### config.mk
export PLATFORM = sky130hd
export DESIGN_NAME = fifo_rd_adapter
export DESIGN_NICKNAME = d
export VERILOG_FILES = /design/src/rtl/fifo_rd_adapter.sv
export SDC_FILE = /design/constraint.sdc
export NUM_CORES = 1
export LEC_CHECK = 0
export ABC_AREA = 1
export CORE_MARGIN = 3
export CORE_UTILIZATION = 35
export CTS_CLUSTER_SIZE = 20
export DETAILED_ROUTE_END_ITERATION = 10
export GPL_ROUTABILITY_DRIVEN = 0
export SYNTH_ARGS = -nofsm -noshare
export SYNTH_HDL_FRONTEND = slang
export SYNTH_SLANG_ARGS = --single-unit
### constraint.sdc
create_clock -name clk_i -period 6.4 [get_ports clk_i]
set_input_delay 1.28 -clock clk_i [delete_from_list [all_inputs] [get_ports clk_i]]
set_output_delay 1.28 -clock clk_i [all_outputs]
set_load 0.01 [all_outputs]
### src/rtl/fifo_rd_adapter.sv
// fifo_rd_adapter: turns the read side of a 1-cycle-latency FIFO into a
// valid/ready stream. A 2-entry skid buffer plus an inflight flag lets the
// adapter issue a read every cycle when downstream is always ready.
//
// Handshake: a beat transfers on the rising edge where m_valid_o && m_ready_i.
// m_valid_o never drops and m_data_o never changes while m_valid_o=1 and
// m_ready_i=0. fifo_rd_en_o is a request; the word arrives on fifo_rdata_i
// one cycle later and is captured at the following edge.
module fifo_rd_adapter #(
    parameter int WIDTH     = 8,
    parameter int CNT_WIDTH = 16
) (
    input  logic                 clk_i,
    input  logic                 rst_i,
    input  logic                 fifo_empty_i,
    input  logic [WIDTH-1:0]     fifo_rdata_i,
    output logic                 fifo_rd_en_o,
    input  logic                 flush_i,
    output logic                 m_valid_o,
    input  logic                 m_ready_i,
    output logic [WIDTH-1:0]     m_data_o,
    output logic [CNT_WIDTH-1:0] beat_cnt_o,
    output logic [1:0]           occ_dbg_o,
    output logic                 inflight_dbg_o
);

    typedef enum logic [1:0] {
        OCC_EMPTY = 2'd0,
        OCC_ONE   = 2'd1,
        OCC_FULL  = 2'd2
    } occ_e;

    occ_e                 occ_q, occ_d;
    logic                 inflight_q, inflight_d;
    logic [WIDTH-1:0]     head_q, head_d;
    logic [WIDTH-1:0]     tail_q, tail_d;
    logic [CNT_WIDTH-1:0] beat_q, beat_d;

    logic       pop;
    logic       capture;
    logic [2:0] pending;

    assign m_valid_o      = (occ_q != OCC_EMPTY);
    assign m_data_o       = head_q;
    assign beat_cnt_o     = beat_q;
    assign occ_dbg_o      = occ_q;
    assign inflight_dbg_o = inflight_q;

    // Read issue: only request when the buffer is guaranteed to have room
    // for the returning word, counting the slot freed by this cycle's pop.
    always_comb begin
        pop          = m_valid_o && m_ready_i;
        capture      = inflight_q;
        pending      = {1'b0, occ_q} + {2'b00, inflight_q} - {2'b00, pop};
        fifo_rd_en_o = !fifo_empty_i && !flush_i && !rst_i && (pending < 3'd2);
    end

    // Next-state for occupancy, buffer entries, inflight flag and beat counter.
    always_comb begin
        occ_d      = occ_q;
        inflight_d = fifo_rd_en_o;
        head_d     = head_q;
        tail_d     = tail_q;
        beat_d     = beat_q;

        // A completed downstream handshake counts even when flushed.
        if (pop) begin
            beat_d = beat_q + {{(CNT_WIDTH-1){1'b0}}, 1'b1};
        end

        if (flush_i) begin
            // Drop buffered words and any word returning this edge.
            occ_d      = OCC_EMPTY;
            inflight_d = 1'b0;
        end else begin
            unique case (occ_q)
                OCC_EMPTY: begin
                    if (capture) begin
                        head_d = fifo_rdata_i;
                        occ_d  = OCC_ONE;
                    end
                end
                OCC_ONE: begin
                    if (capture && pop) begin
                        head_d = fifo_rdata_i;
                    end else if (capture) begin
                        tail_d = fifo_rdata_i;
                        occ_d  = OCC_FULL;
                    end else if (pop) begin
                        occ_d  = OCC_EMPTY;
                    end
                end
                OCC_FULL: begin
                    // No read can be outstanding while full, so only a pop
                    // moves this state.
                    if (pop) begin
                        head_d = tail_q;
                        occ_d  = OCC_ONE;
                    end
                end
                default: begin
                    occ_d = OCC_EMPTY;
                end
            endcase
        end
    end

    // State registers with synchronous reset.
    always_ff @(posedge clk_i) begin
        if (rst_i) begin
            occ_q      <= OCC_EMPTY;
            inflight_q <= 1'b0;
            head_q     <= '0;
            tail_q     <= '0;
            beat_q     <= '0;
        end else begin
            occ_q      <= occ_d;
            inflight_q <= inflight_d;
            head_q     <= head_d;
            tail_q     <= tail_d;
            beat_q     <= beat_d;
        end
    end

endmodule

* Word-level counts from Yosys, hierarchy flattened
Index checks and enable logic that the tools add are counted.
** Storage, ports and cells
- Bits in registers :: 35
- Latch bits :: 0
- Memory bits (writable) :: 0
- ROM bits :: 0
- Output and inout port bits :: 29
- Logic and storage cells :: 43
- Memories :: 0
** Operators by class
- Add/subtract/negate cells :: 3
- $mul :: 0
- Div/mod/pow operators :: 0
- Magnitude comparators :: 1
- Eq/ne operators :: 7
- Shift-type cells :: 0
- Muxes and demuxes :: 10
- Bitwise logic cells :: 2
- Reduce and logical (&&, ||, !) cells :: 15
** Operators with widths (number)
- 2-to-1 mux 8 bit :: 3
- one-hot mux 8 bit (3 select lines) :: 1
- adder 16 x 1 -> 16 bit (second input constant) :: 1
- 2-to-1 mux 2 bit :: 5
- inequality test 2 bit (second input constant) :: 4
- AND reduction 4 bit :: 2
- one-hot mux 2 bit (3 select lines) :: 1
- logical AND 1 bit :: 5
- AND reduction 5 bit :: 1
- adder 2 x 1 -> 3 bit :: 1
- logical NOT 1 bit :: 3
- less-than comparator 3 x 2 -> 1 bit (second input constant) :: 1
- inequality test 3 bit (second input constant) :: 1
- nonzero test 3 bit :: 1
- subtractor 3 x 1 -> 3 bit :: 1
- == test 2 x 1 -> 1 bit (second input constant) :: 1
- == test 2 bit (second input constant) :: 1
- logical NOT 2 bit :: 1
- inverter 1 bit :: 2
- nonzero test 2 bit :: 1
- OR reduction 2 bit :: 1

* Depth between registers and ports, before layout
Gate-level depths: netlist (run 1).
- Depth in word-level cells :: 6
- Mapped depth :: 8
- Mapped depth without buffers :: 8

* Worst setup path before layout (run 1)
No wires, ideal clock.
- Path type :: input to output
- Start point :: in m_ready_i
- End point :: out fifo_rd_en_o
- Arrival time :: 2.618 ns
- Setup slack :: 2.502 ns
- Stages on the path :: 6
- Path buffers :: 0
- Cells stage by stage :: nand2_4 > ha_1 > nand2_1 > fa_1 > inv_1 > nor4_1
** On the way
- Word-level cells in the longest chain between the ends :: 4
** Ends and longest elaborated chain
- start: declaration :: line 20 : input logic m_ready_i,
- logical AND 1 bit :: line 52 : pop = m_valid_o && m_ready_i;
- subtractor 3 x 1 -> 3 bit :: line 54 : pending = {1'b0, occ_q} + {2'b00, inflight_q} - {2'b00, pop};
- less-than comparator 3 x 2 -> 1 bit :: line 55 : fifo_rd_en_o = !fifo_empty_i && !flush_i && !rst_i && (pending < 3'd2);
- logical AND 1 bit :: line 55
- end: declaration :: line 17 : output logic fifo_rd_en_o,
No other way between the ends.

* Worst setup path in the final report (run 1)
Same ends and word-level chain as after synthesis.

==> results of run 1 <==
==> final cells by class <==
class | instances | area, um^2 | area share
clock buffers | 6 | 82.6 | 0.0360
clock inverters | 2 | 35.0 | 0.0153
inverters | 26 | 97.6 | 0.0426
multi-input cells | 175 | 885 | 0.386
flip-flops and latches | 35 | 701 | 0.306
well taps | 65 | 81.3 | 0.0355
repair buffers | 41 | 410 | 0.179
==> cell usage after synthesis, drive strengths merged <==
cell type,number
and2,1
nor2,48
nor4,2
nand3b,8
clkbuf,1
xor2,2
buf,4
nand2,52
dfxtp,35
o21ai,22
inv,26
a31oi,1
nor3,3
ha,2
nand3,10
a21oi,20
nand4,2
fa,1
o21bai,1
==> worst min-delay path by stage <==
stage,cells after the start,endpoint,slack (ns)
after floorplan,2,tail_q[6],0.42
after global placement,2,tail_q[6],0.44
after detailed placement,2,tail_q[7],0.44
after CTS,2,tail_q[7],0.45
after global routing,2,tail_q[0],0.47
final,2,tail_q[1],0.45
==> layer usage <==
layer / wire length, um / share of wire
met2: 1740 / 0.47
met4: 58 / 0.016
met3: 150 / 0.041
met1: 1720 / 0.47
met5: 0 / 0
==> logic make-up (layout without fill, tap and decap cells) <==
group | count (synthesis) | after routing | share of synthesized area
XOR/XNOR | 2 | 2 | 0.0102
adder cells (fa/ha/maj) | 3 | 3 | 0.0262
buffers and inverters | 31 | 75 | 0.0779
flip-flops | 35 | 35 | 0.408
AND/OR/NAND/NOR | 126 | 126 | 0.342
AO/OA/AOI/OAI | 44 | 44 | 0.136
==> stage by stage <==
stage / instances / hold slack (ns) / power, uW / cell area [um^2] / setup WS, ns
floorplan: 241 / 0.423 / 248 / 1720 / 2.50
global placement: 342 / 0.438 / 267 / 2170 / 1.48
detailed placement: 342 / 0.442 / 267 / 2170 / 1.45
CTS: 350 / 0.453 / 475 / 2290 / 1.45
global route: 350 / 0.473 / 487 / 2290 / 1.30
finish: 350 / 0.451 / 468 / 2290 / 1.48
==> worst max-delay path: stages <==
cell             delay (ns)
clkdlybuf4s50_1        0.58
nand2_4                0.11
ha_1                   0.28
nand2_1                0.06
fa_1                   0.48
inv_1                  0.05
nor4_1                 0.24
clkdlybuf4s50_1        0.57
==> registers in the layout, summed over array words and instances, names as in the netlist <==
name            flops
beat_cnt_o         16
m_data_o            8
inflight_dbg_o      1
tail_q              8
occ_dbg_o           2
==> where the power goes <==
| part | leakage (uW) | internal, uW | total [uW] | switching (uW) |
|---|---|---|---|---|
| sequential | 0.000283 | 221 | 223 | 1.93 |
| clock | 0.0000612 | 126 | 207 | 81.0 |
| combinational | 0.000505 | 19.6 | 38.4 | 18.7 |
==> results.yml, run 1 <==
sta:
  fin_crit_ns: 4.92
  slew_violations: 0
  rsz0062_at_grt: "no"
  worst_pin_slew_ns: 0.831
  max_slew_margin: 0.445
  fin_skew_ns: 0.00813
  period_share: 0.769
  hold_viol_final: 0
  setup_viol: 0
  clock.fmax_mhz: 203
  setup_tns_ns: 0
clock_network:
  cts_buffers: 5
  clock_sinks: 35
  htree_levels: 2
  root_buffer: "clkbuf_8"
  ctsResizeCount: 0
  cts_tree: "done"
  cts_buffer_depth: 2
  clk_latency_ns: 0.29
  post_cts_buffers: 0
  ctsHoldBuffers: 0
  clkTransAtPathRegs_ns: 0.07
setup_path:
  crit_start: "m_ready_i"
  critPathRequiredTime_ns: 5.12
  crit_fanout: 6
  r2r-start: "occ_dbg_o[1]"
  critPathKind: "input port to output port"
  worstPathArrival_ns: 3.64
  r2r_end: "inflight_dbg_o"
  r2r_cells: 8
  cp-start-kind: "input port"
  crit_path_end_kind: "output port"
  cp-endpoint: "fifo_rd_en_o"
  reg2reg_slack_ns: 4.39
yosys:
  synth.distinct_cells: 29
  ys_seq_area_frac: 0.408
  syn_avg_cell_area_um2: 7.13
  synth_seq_cells: 35
  synthCells: 241
  yosys_warnings: 0
  synth.area.top_cells: "dfxtp_1, nand2_1, nor2_1"
  syn_area_um2: 1720
  synth.top_cell.area_share: 0.408
  syn_nets: 257
  yosys.area.top_type: "dfxtp_1"
hold_path:
  hp-start: "tail_q[1]"
  hold_class: "flop to flop"
global_route:
  grt_max_degree: 31
  grt_remaining_overflow: 0
  grt_usage: 0.136
  grtUsageMet2: 0.239
  grt_use_met3: 0.0390
  grt_use_met1: 0.157
  grt_pass1_wl_mm: 6.63
  antenna_found_initial: 0
  grt-busiest-layer: "met2"
  grt_pass1_vias: 1565
route:
  drc: 0
  routed_wirelength_mm: 3.67
  ant_nets: 0
  viasPerCell: 4.55
  drt-wirelength-per-cell_um: 10.5
  drt_iter0_drc: 88
  vias: 1594
  drtPass1Iterations: 5
cells_and_area:
  final_common_cell: "nand2_1"
  num_antenna_cells: 0
  area_growth_pct: 33.3
  layout-drive-gt1-share: 0.0772
  final_util: 0.506
  final_cell_mix: "nand2_1, nor2_1, clkdlybuf4s50_1"
  fillCellCount: 470
  nets: 300
floorplan:
  ios: 42
  fp.coreArea_um2: 4530
  row_count: 24
  die_h_um: 76.1
  die-area_um2: 5790
  fp.dieW_um: 76.1
  initial_core_util: 0.379
place:
  dp.final_hpwl_mm: 2.71
  numPortBuffers: 41
outcome:
  status: "finished, final reports clean"
power:
  p_leak_uw: 0.000849
  power.density_nw_per_um2: 204
  ir_drop_mv: 0.0883
run:
  drv_cap: 0
Power figures use the tool's default switching activity.
==> inputs of run 2 (changes only) <==
Clock period 6.4 ns to 4.1 ns, I/O delays scaled along.
==> run 2 against run 1 <==
Non-clock buffer count increased by 1. Utilization down 0.22 points. Routed wire length up 2.4%. Final area down 0.44%. Clock-buffer cell count grew 2. Via count increased by 1.9%. Highest routed layer unchanged. Cell count rose by 0.29%. Global-route usage fell by 0.46 points.
==> results.yml, run 2 (synthesis results as in run 1) <==
sta:
  fin_skew_ns: 0.00292
  hold_viol_final: 0
  worst_pin_slew_ns: 0.876
  clock.fmax_mhz: 251
  setup_viol: 0
  fin_crit_ns: 3.98
  rsz0062_at_grt: "no"
  period_share: 0.972
  max_slew_margin: 0.415
  slew_violations: 0
  setup_tns_ns: 0
setup_path:
  crit_path_end_kind: "output port"
  cpMostUsedCell: "clkdlybuf4s50_1"
  critPathRequiredTime_ns: 3.28
  crit_fanout: 6
  worst-path-buf-inv: 3
  reg2reg_slack_ns: 2.05
  r2r_cells: 8
  r2r-start: "occ_dbg_o[1]"
  cp-start-kind: "input port"
  cp_cell_sequence: "clkdlybuf4s50_1 -> nand2_4 -> ha_1 -> nand2_1 -> fa_1 -> inv_1 -> nor4_1 -> clkdlybuf4s50_1"
  slowest_stage: "clkdlybuf4s50_1"
  cpLargestDelayFamily: "buffers and inverters"
  critPathKind: "input port to output port"
  r2r_end: "inflight_dbg_o"
  worstPathArrival_ns: 3.16
  critPathMaxStageDelay_ns: 0.58
hold_path:
  min_to: "tail_q[6]"
  hold_class: "flop to flop"
  hp-start: "tail_q[6]"
  whs_path_depth: 2
clock_network:
  cts_buffer_depth: 2
  root_buffer: "clkbuf_8"
  clkTransAtPathRegs_ns: 0.07
  cts_tree: "done"
  htree_levels: 2
  ctsResizeCount: 0
  ctsHoldBuffers: 0
  clock_sinks: 35
  cts_buffers: 5
  post_cts_buffers: 0
  clk_latency_ns: 0.28
cells_and_area:
  area_growth_pct: 32.8
  final_common_cell: "nand2_1"
  largest_reg_flops: 16
  fin_area_um2: 2280
  fillCellCount: 466
  num_antenna_cells: 0
  nets: 301
  layout-drive-gt1-share: 0.0769
  final_cell_mix: "nand2_1, nor2_1, clkdlybuf4s50_1"
power:
  p_sw_uw: 155
  ir_drop_mv: 0.154
  p_sw_frac: 0.227
  p_comb_frac: 0.089
  power.density_nw_per_um2: 300
  p_leak_uw: 0.000845
  p_seq_frac: 0.508
  internal_power_uw: 529
  clockPowerShare: 0.403
floorplan:
  die_h_um: 76.1
  row_count: 24
  ios: 42
  fp.coreArea_um2: 4530
  fp.dieW_um: 76.1
  initial_core_util: 0.379
  die-area_um2: 5790
route:
  drt-wirelength-per-cell_um: 10.7
  drtPass1Iterations: 4
  ant_nets: 0
  vias: 1625
  drc: 0
  drt_iter0_drc: 87
  viasPerCell: 4.63
  routed_wirelength_mm: 3.76
place:
  placed_area_um2: 2180
  numPortBuffers: 41
  dp.final_hpwl_mm: 2.75
global_route:
  grt_usage: 0.132
  grt_pass1_vias: 1460
  antenna_found_initial: 0
  grt_pass1_wl_mm: 6.38
  grt_max_degree: 31
  grt_remaining_overflow: 0
run:
  drv_cap: 0
outcome:
  status: "finished, final reports clean"
-- run 2: worst max path at each step --
stage                     startpoint      endpoint  cells past startpoint
after floorplan            m_ready_i  fifo_rd_en_o                      6
after global placement     m_ready_i  fifo_rd_en_o                      8
after detailed placement   m_ready_i  fifo_rd_en_o                      8
after CTS                  m_ready_i  fifo_rd_en_o                      8
after global routing       m_ready_i  fifo_rd_en_o                      8
final                      m_ready_i  fifo_rd_en_o                      8
-- run 2: routing by layer --
metal,global-route usage,vias up,share of wire
li1,-,864,-
met2,0.234,33,0.48
met5,0,-,0
met4,0.0380,0,0.011
met1,0.153,723,0.46
met3,0.0378,5,0.047
-- run 2: power by group through the flow --
stage / Clock, uW / Sequential [uW] / Combinational (uW)
after floorplan: 0 / 358 / 28.8
after global placement: 0 / 356 / 61.7
after detailed placement: 0 / 356 / 61.8
after CTS: 282 / 348 / 62.1
after global routing: 298 / 348 / 67.6
final: 276 / 348 / 61.1
-- run 2: metrics by stage --
stage          power [uW]   util  hold WS (ns)  cells  worst slack (ns)
3_3_place_gp          417  0.481         0.439    343             0.168
2_1_floorplan         386      -         0.423    241              1.12
3_5_place_dp          417  0.481         0.440    343             0.111
4_1_cts               692  0.503         0.450    351             0.105
5_1_grt               714  0.503         0.467    351          0.000309
6_report              684  0.503         0.448    351             0.117
-- run 2: worst register-to-register path: stages (launching register included) --
cell     delay [ns]
dfxtp_1        0.52
inv_1          0.15
nand2_2        0.12
nand2_4        0.08
ha_1           0.28
nand2_1        0.06
fa_1           0.48
inv_1          0.05
nor4_1         0.22
-- run 2: cell type report --
cell class	count	area (um^2)	share of cell area
Multi-Input combinational cell	175	885	0.388
Sequential cell	35	701	0.307
Timing Repair Buffer	42	418	0.183
Clock buffer	8	100	0.0439
Inverter	26	97.6	0.0428
Tap cell	65	81.3	0.0356
